===== src/rtl/softmax_exp_sched_pkg.sv =====
// Shared types and constants for the softmax exp-stage scheduler.
// Lane count, skid FIFO depth, FSM states and tail-mask helper.
package softmax_exp_sched_pkg;

  localparam int LANES      = 4;
  localparam int FIFO_DEPTH = 2;

  localparam int DEF_DATAWIDTH = 16;
  localparam int DEF_ADDRW     = 8;
  localparam int DEF_LENW      = 10;

  typedef enum logic [1:0] {
    S_IDLE  = 2'd0,
    S_RUN   = 2'd1,
    S_DRAIN = 2'd2,
    S_DONE  = 2'd3
  } state_e;

  // Lane mask of the final beat from num_elems % 4.
  function automatic logic [LANES-1:0] tail_mask(
    input logic [1:0] rem
  );
    logic [LANES-1:0] m;
    case (rem)
      2'd1:    m = 4'b0001;
      2'd2:    m = 4'b0011;
      2'd3:    m = 4'b0111;
      default: m = 4'b1111;
    endcase
    return m;
  endfunction

endpackage


===== src/rtl/softmax_exp_sched_fifo.sv =====
// Two-entry skid FIFO holding exp results and lane masks.
// The head entry is a register and drives the output directly.
module softmax_exp_sched_fifo #(
  parameter int W = 68
) (
  input  logic         clk,
  input  logic         reset,
  input  logic         push,
  input  logic         pop,
  input  logic [W-1:0] din,
  output logic [W-1:0] dout,
  output logic [1:0]   cnt
);

  logic [W-1:0] ent1;

  // Head/tail storage and occupancy; the scheduler's credit
  // check keeps push away from a full FIFO unless a pop frees it.
  always_ff @(posedge clk or posedge reset) begin
    if (reset) begin
      dout <= '0;
      ent1 <= '0;
      cnt  <= 2'd0;
    end else begin
      case ({push, pop})
        2'b10: begin
          if (cnt == 2'd0) dout <= din;
          else             ent1 <= din;
          cnt <= cnt + 2'd1;
        end
        2'b01: begin
          dout <= ent1;
          cnt  <= cnt - 2'd1;
        end
        2'b11: begin
          if (cnt == 2'd1) begin
            dout <= din;
          end else begin
            dout <= ent1;
            ent1 <= din;
          end
        end
        default: ;
      endcase
    end
  end

endmodule


===== src/rtl/softmax_exp_sched.sv =====
// Streams one softmax vector through the 4-lane exp stage and
// forwards results to the exp-result buffer via valid/ready.
module softmax_exp_sched
  import softmax_exp_sched_pkg::*;
#(
  parameter int DATAWIDTH = DEF_DATAWIDTH,
  parameter int ADDRW     = DEF_ADDRW,
  parameter int LENW      = DEF_LENW
) (
  input  logic                       clk,
  input  logic                       reset,
  input  logic                       start,
  input  logic [ADDRW-1:0]           rd_base,
  input  logic [ADDRW-1:0]           wr_base,
  input  logic [LENW-1:0]            num_elems,
  output logic                       busy,
  output logic                       done,
  output logic                       rd_en,
  output logic [ADDRW-1:0]           rd_addr,
  input  logic [LANES*DATAWIDTH-1:0] rd_data,
  output logic [DATAWIDTH-1:0]       exp_inp0,
  output logic [DATAWIDTH-1:0]       exp_inp1,
  output logic [DATAWIDTH-1:0]       exp_inp2,
  output logic [DATAWIDTH-1:0]       exp_inp3,
  input  logic [DATAWIDTH-1:0]       exp_outp0,
  input  logic [DATAWIDTH-1:0]       exp_outp1,
  input  logic [DATAWIDTH-1:0]       exp_outp2,
  input  logic [DATAWIDTH-1:0]       exp_outp3,
  output logic                       out_valid,
  input  logic                       out_ready,
  output logic [ADDRW-1:0]           out_addr,
  output logic [LANES*DATAWIDTH-1:0] out_data,
  output logic [LANES-1:0]           out_mask
);

  localparam int DW = LANES * DATAWIDTH;
  localparam int BW = DW + LANES;

  state_e           state_q;
  state_e           state_d;
  logic             take_start;

  logic [ADDRW-1:0] rd_base_q;
  logic [ADDRW-1:0] wr_base_q;
  logic [1:0]       tail_q;
  logic [LENW-1:0]  beats_q;
  logic [LENW-1:0]  issued_q;
  logic [LENW-1:0]  accepted_q;
  logic [LENW-1:0]  beats_in;

  logic             inflight_q;
  logic             last_q;

  logic             pop;
  logic [1:0]       fifo_cnt;
  logic [2:0]       occ;
  logic [BW-1:0]    fifo_din;
  logic [BW-1:0]    fifo_dout;
  logic [LANES-1:0] beat_mask;

  assign beats_in = {2'b00, num_elems[LENW-1:2]}
                  + {{(LENW-1){1'b0}}, |num_elems[1:0]};

  assign out_valid = (fifo_cnt != 2'd0);
  assign pop       = out_valid & out_ready;

  // Outstanding beats (FIFO + read in flight) net of this cycle's pop.
  assign occ = {1'b0, fifo_cnt}
             + {2'b00, inflight_q}
             - {2'b00, pop};

  assign rd_en = (state_q == S_RUN)
               && (issued_q != beats_q)
               && (occ < 3'(FIFO_DEPTH));

  assign rd_addr  = rd_base_q + ADDRW'(issued_q);
  assign out_addr = wr_base_q + ADDRW'(accepted_q);

  assign busy = (state_q != S_IDLE);
  assign done = (state_q == S_DONE);

  // Lanes only see read data in the cycle it is valid.
  assign exp_inp0 = inflight_q ? rd_data[0*DATAWIDTH +: DATAWIDTH] : '0;
  assign exp_inp1 = inflight_q ? rd_data[1*DATAWIDTH +: DATAWIDTH] : '0;
  assign exp_inp2 = inflight_q ? rd_data[2*DATAWIDTH +: DATAWIDTH] : '0;
  assign exp_inp3 = inflight_q ? rd_data[3*DATAWIDTH +: DATAWIDTH] : '0;

  assign beat_mask = last_q ? tail_mask(tail_q) : {LANES{1'b1}};
  assign fifo_din  = {beat_mask, exp_outp3, exp_outp2,
                      exp_outp1, exp_outp0};

  assign out_data = fifo_dout[DW-1:0];
  assign out_mask = fifo_dout[DW +: LANES];

  // Next-state: zero-length vectors skip straight to DONE.
  always_comb begin
    state_d    = state_q;
    take_start = 1'b0;
    case (state_q)
      S_IDLE: begin
        if (start) begin
          take_start = 1'b1;
          if (num_elems == '0) state_d = S_DONE;
          else                 state_d = S_RUN;
        end
      end
      S_RUN: begin
        if (issued_q == beats_q) state_d = S_DRAIN;
      end
      S_DRAIN: begin
        if (accepted_q + LENW'(pop) == beats_q)
          state_d = S_DONE;
      end
      S_DONE: begin
        state_d = S_IDLE;
      end
      default: state_d = S_IDLE;
    endcase
  end

  // FSM state register.
  always_ff @(posedge clk or posedge reset) begin
    if (reset) state_q <= S_IDLE;
    else       state_q <= state_d;
  end

  // Vector parameters captured on an accepted start.
  always_ff @(posedge clk or posedge reset) begin
    if (reset) begin
      rd_base_q <= '0;
      wr_base_q <= '0;
      tail_q    <= 2'd0;
      beats_q   <= '0;
    end else if (take_start) begin
      rd_base_q <= rd_base;
      wr_base_q <= wr_base;
      tail_q    <= num_elems[1:0];
      beats_q   <= beats_in;
    end
  end

  // Beat counters for issued reads and accepted writes.
  always_ff @(posedge clk or posedge reset) begin
    if (reset) begin
      issued_q   <= '0;
      accepted_q <= '0;
    end else if (take_start) begin
      issued_q   <= '0;
      accepted_q <= '0;
    end else begin
      if (rd_en) issued_q   <= issued_q + LENW'(1);
      if (pop)   accepted_q <= accepted_q + LENW'(1);
    end
  end

  // Track the read in flight and whether it is the final beat.
  always_ff @(posedge clk or posedge reset) begin
    if (reset) begin
      inflight_q <= 1'b0;
      last_q     <= 1'b0;
    end else begin
      inflight_q <= rd_en;
      last_q     <= rd_en && (issued_q == beats_q - LENW'(1));
    end
  end

  softmax_exp_sched_fifo #(
    .W (BW)
  ) u_exp_skid_fifo (
    .clk   (clk),
    .reset (reset),
    .push  (inflight_q),
    .pop   (pop),
    .din   (fifo_din),
    .dout  (fifo_dout),
    .cnt   (fifo_cnt)
  );

endmodule


===== config.mk =====
export PLATFORM = sky130hd
export DESIGN_NAME = softmax_exp_sched
export DESIGN_NICKNAME = d
export VERILOG_FILES = /design/src/rtl/softmax_exp_sched_pkg.sv /design/src/rtl/softmax_exp_sched_fifo.sv /design/src/rtl/softmax_exp_sched.sv
export SDC_FILE = /design/constraint.sdc
export NUM_CORES = 1
export LEC_CHECK = 0
export CORE_MARGIN = 2
export CORE_UTILIZATION = 42
export DETAILED_ROUTE_END_ITERATION = 10
export DONT_BUFFER_PORTS = 1
export HOLD_SLACK_MARGIN = 0.08
export PLACE_DENSITY_LB_ADDON = 0.25
export SLEW_MARGIN = 20
export SYNTH_ARGS = -nofsm -noshare
export SYNTH_HDL_FRONTEND = slang
export SYNTH_SLANG_ARGS = --single-unit

===== constraint.sdc =====
create_clock -name clk -period 5.87 [get_ports clk]
set_input_delay 0.8805 -clock clk [delete_from_list [all_inputs] [get_ports clk]]
set_output_delay 0.8805 -clock clk [all_outputs]
set_load 0.05 [all_outputs]

**Yosys cells after proc, flatten, opt, wreduce, memory -nomap -nowiden**

Index checks and enable logic that the tools add are counted.

- Magnitude comparators: 1
- Bitwise gates (word level): 1
- Equal/unequal tests: 20
- Reduce and logical (&&, ||, !) cells: 17
- Mux-type cells: 24
- $add $sub $neg: 11

Operators with widths:

| kind | number |
|---|---|
| $mux W68 | 4 |
| $pmux W68 S3 | 1 |
| $pmux W68 S2 | 1 |
| $mux W16 | 4 |
| $mux W10 | 4 |
| $eq A10 B10 Y1 | 3 |
| $add A10 B1 Y10 const B | 2 |
| $add A8 B8 Y8 | 2 |
| $eq A2 B2 Y1 const B | 6 |
| $pmux W4 S3 | 1 |
| $reduce_bool A2 Y1 | 6 |
| $add A10 B1 Y10 | 1 |
| $logic_not A10 Y1 | 1 |
| $ne A10 B10 Y1 | 1 |
| $sub A10 B1 Y10 const B | 1 |
| $add A8 B1 Y9 | 1 |
| $eq A2 B1 Y1 const B | 4 |
| $mux W2 | 4 |
| $ne A2 B2 Y1 const B | 4 |
| $pmux W2 S4 | 1 |
| $reduce_and A3 Y1 | 2 |
| $logic_not A2 Y1 | 2 |
| $mux W4 | 1 |
| $ne A2 B1 Y1 const B | 2 |
| 12 further kinds | 15 |

- Output and inout port bits: 152
- Bits in registers: 190
- Logic and storage cells: 86

**Longest topological paths before layout**

- Depth after elaboration: 7
- Gate-level depth with buffers: 12
- Gate-level depth less buffers: 11

**Cells and area by module**

A second synthesis with hierarchy kept.

- Cells, all modules: 1060
- Area, all modules: 10386.2 um2

Modules (own cells, without submodules):

| module | cells each | area an instance (um2) | instances |
|---|---|---|---|
| softmax_exp_sched_fifo | 563 | 6276.0 | 1 |
| softmax_exp_sched | 497 | 4110.2 | 1 |

**Least setup slack after synthesis**

No wires, ideal clock.

- Kind: input to output
- From: input port out_ready
- To: output port rd_en
- Data required time: 4.990 ns
- Setup slack: 1.875 ns
- Stages on the path: 8
- Data arrival time: 3.115 ns
- Path through: nor2b_1 -> buf_1 -> ha_1 -> nor2_1 -> fa_1 -> nor2_1 -> nand2_1 -> inv_1

- Cells in the longest elaborated chain, start to end: 4

Ends and longest elaborated chain:

| what | line | RTL |
|---|---|---|
| from (decl) | softmax_exp_sched.sv:30 | `input logic out_ready,` |
| $and A1 B1 Y1 | softmax_exp_sched.sv:65 | `assign pop = out_valid & out_ready;` |
| $sub A3 B1 Y3 | softmax_exp_sched.sv:70 | `- {2'b00, pop};` |
| $lt A3 B2 Y1 | softmax_exp_sched.sv:74 | `&& (occ < 3'(FIFO_DEPTH));` |
| $logic_and A1 B1 Y1 | softmax_exp_sched.sv:74 |  |
| to (decl) | softmax_exp_sched.sv:18 | `output logic rd_en,` |

Every way passes these cells.

**Worst setup path in the final report**

- From: register u_exp_skid_fifo.cnt[1]
- To: output port rd_en

- Cells in the longest elaborated chain, start to end: 5
- Elaborated cells on any way between the ends: 6
- Those cells by class: add/sub (2); order compare (1); bitwise (1); reduce/logical (2)

Ends and longest elaborated chain:

| what | line | RTL |
|---|---|---|
| from (decl) | softmax_exp_sched_fifo.sv:12 | `output logic [1:0] cnt` |
| from (signal assigned) | softmax_exp_sched_fifo.sv:29 | `cnt <= cnt + 2'd1;` |
| from (signal assigned) | softmax_exp_sched_fifo.sv:33 | `cnt <= cnt - 2'd1;` |
| branches (longest 2 deep; another with $add A2 B1 Y3) | -- |  |
| $sub A3 B1 Y3 * | softmax_exp_sched.sv:70 |  |
| $lt A3 B2 Y1 * | softmax_exp_sched.sv:74 |  |
| $logic_and A1 B1 Y1 * | softmax_exp_sched.sv:74 |  |

Mark *: on every way between the ends.

==> results_dict.tcl <==
set metrics [dict create \
    syn_nets 1151 \
    synth-edff-count 0 \
    clockRootBuffer "clkbuf_16" \
    ctsResizeCount 0 \
    gp_congestion 0.967 \
    slew_violations 0 \
    worstSetupPathType "reg -> out" \
    clockBufferDepth 2 \
    crit_fanout 14 \
    drt_first_iter_violations 375 \
    worstPathRequired_ns 4.99 \
    slew_headroom_pct 23.6 \
    cts_setup_buffers 0 \
    synth_ff_type "dfrtp_1" \
    wl_per_cell_um 18.0 \
    final_common_cell "dfrtp_1" \
    setup_tns_ns 0 \
    vias 6672 \
    die_width_um 156 \
    hold_path.class "in -> async" \
    ir_drop_mv 0.337 \
    io_pins 310 \
    fin_crit_sh_pct 76.9 \
    power.total_mw 6.53 \
    slowest_delay_ns 0.52 \
    tightest_slew_ns 1.14 \
    drtPass1Iterations 5 \
    cp-end-kind "output pin" \
    hold_ws_ns 0.479 \
    yosys_warnings 0 \
    cts_tree "built" \
    start_util_pct 42.7 \
    ant_nets 0 \
    coreArea_mm2 0.0226 \
    clk_latency_ns 0.43 \
    switching_power_mw 3.28 \
    die_h_um 156 \
    n_fill_cell 2083 \
    finish.utilization_pct 46.7 \
    hold_buffers 0 \
    total_leakage_power_nw 4.70 \
    grt_pass1_wl_um 34700 \
    drive_gt1_share_pct 13.0 \
    yosys_register_bits 189 \
    clock_skew_ns 0.0185 \
    rsz0062_at_grt "no" \
    rows 55 \
    syn_area_mm2 0.00964 \
    cts_made_buffers 17 \
    ys_async_sr_fraction_pct 100 \
    ys_types 48 \
    setup_violations 0 \
    seqPwrFrac_pct 46.4 \
    hold_violations 0 \
    rrSetupSlack_ns 2.50 \
    postLayoutCellArea_mm2 0.0105 \
    yosysTopAreaCellShare_pct 49.1 \
    clockPowerShare_pct 17.8 \
    fin_nets 1122 \
    die-area_mm2 0.0242 \
    max_freq_ghz 0.221 \
    timing.rr.end "inflight_q$_DFF_PP0_" \
    ff2ff_path_depth 10 \
    syn-instance-count 956 \
    hpwlAfterDp_um 15500 \
    grt_start_max_net_pins 149 \
    wirelength_um 22100 \
    power.density_mw_per_mm2 620 \
    overflow 0 \
    start_kind "register" \
    outcome "complete, no violations" \
    viasPerCell 5.44 \
    clk_pin_slew_ns 0.08 \
    grt_pass1_vias 6452 \
    path_cells "inv_1 > ha_1 > nor2b_1 > buf_4 > ha_1 > nor2_1 > fa_1 > nor2_1 > nand2_1 > inv_1" \
    yosysSeqAreaShare_pct 49.1 \
    p_int_mw 3.26 \
    synthTopCellsByArea "dfrtp_1 (49%), mux2_2 (7.6%), nand2_1 (5.5%)" \
    htree_levels 4 \
    antenna_found_initial 6 \
    placed_cell_area_mm2 0.00991 \
    syn_to_final_growth_pct 9.23 \
    cp_slowest_cell "nor2_1" \
    mostFrequentLayoutCells "dfrtp_1 (189), nand2_1 (142), o21ai_0 (92)" \
    clkSinkCount 189 \
    synth_top_cell_by_area "dfrtp_1" \
    grt_usage_pct 18.1 \
    r2r-start "u_exp_skid_fifo.cnt[1]$_DFFE_PP0P_" \
    p_sw_share_pct 50.2 \
    pwr-share-comb_pct 35.8 \
    syn_avg_cell_area_um2 10.1 \
    io_buffers 0 \
    period_minus_slack_ns 4.52 \
    drc 0 \
    cap_violations 0 \
    critPathArrivalTime_ns 3.64 \
]
metal layers:
layer / GRT usage, % / wire length (um)
met5: 0 / 58
met4: 4.94 / 359
met3: 7.19 / 1650
met2: 26.5 / 9800
met1: 25.0 / 10200
kinds of logic (layout without fill, tap and decap cells):
| family | after synthesis | count (layout) | share of synthesized area, % |
|---|---|---|---|
| simple gates | 302 | 302 | 15.0 |
| flops | 189 | 189 | 49.1 |
| other cells | 0 | 1 | 0 |
| xor+xnor | 64 | 64 | 5.96 |
| buf+inv | 91 | 75 | 3.65 |
| fa+ha+maj | 37 | 37 | 5.04 |
| mux | 69 | 69 | 8.01 |
| compound gates | 204 | 204 | 13.3 |
cell usage after synthesis, types with 2 or more instances:
cell type	number
mux2_2	65
ha_1	34
nand4_1	12
o31ai_1	2
nor3_1	6
nor3b_1	2
a31oi_1	4
o21ai_0	92
xnor2_1	30
buf_1	4
inv_1	32
clkbuf_1	52
and3_1	7
a21oi_1	17
or2_2	3
a21o_1	5
buf_2	2
nor4_1	4
nand2_1	142
dfrtp_1	189
mux2i_1	4
fa_1	3
o21bai_1	5
or3_1	4
xor2_1	33
nand2b_1	3
nor2_1	34
a22oi_1	68
nand3_1	13
and2_1	67
worst max-delay path, delay by kind of cell (launching register included):
kind | cells | cell delay, ns
flops | 1 | 0.41
buf+inv | 3 | 0.75
simple gates | 4 | 1.00
fa+ha+maj | 3 | 1.04
power by group through the flow:
stage / Sequential (mW) / Clock (mW) / Combinational (mW)
floorplan: 2.89 / 0 / 2.06
global placement: 3.05 / 0 / 2.31
detailed placement: 3.07 / 0 / 2.35
CTS: 3.04 / 1.20 / 2.37
global route: 3.11 / 1.25 / 2.59
finish: 3.03 / 1.16 / 2.34
worst max path at each step:
stage                                             startpoint    end  depth (start not counted)
after global placement                             out_ready  rd_en                          8
after global routing      u_exp_skid_fifo.cnt[1]$_DFFE_PP0P_  rd_en                         10
final                     u_exp_skid_fifo.cnt[1]$_DFFE_PP0P_  rd_en                         10
after detailed placement                           out_ready  rd_en                          8
after CTS                 u_exp_skid_fifo.cnt[1]$_DFFE_PP0P_  rd_en                         10
after floorplan                                    out_ready  rd_en                          8
flip-flops by register name (all words and copies together), names as in the netlist:
| name | count |
|---|---|
| accepted_q | 10 |
| state_q | 2 |
| issued_q | 10 |
| wr_base_q | 8 |
| rd_base_q | 8 |
| tail_q | 2 |
| u_exp_skid_fifo.cnt | 2 |
| inflight_q | 1 |
| last_q | 1 |
| u_exp_skid_fifo.ent1 | 68 |
| beats_q | 9 |
| u_exp_skid_fifo.dout | 68 |
per-stage QoR:
step | setup WS [ns] | std cells
CTS | 1.36 | 1225
detailed placement | 1.78 | 1193
floorplan | 1.87 | 956
global placement | 1.82 | 1192
finish | 1.35 | 1226
global route | 1.13 | 1226
layout make-up:
type / count / area, um^2 / share of cell area [%]
Antenna cell: 1 / 2.50 / 0.0238
Tap cell: 285 / 357 / 3.39
Clock inverter: 15 / 194 / 1.84
Inverter: 32 / 124 / 1.18
Clock buffer: 17 / 425 / 4.04
Timing Repair Buffer: 11 / 103 / 0.974
Sequential cell: 189 / 4730 / 44.9
Multi-Input combinational cell: 676 / 4600 / 43.6
No activity file was read; power rests on OpenSTA's default activity.
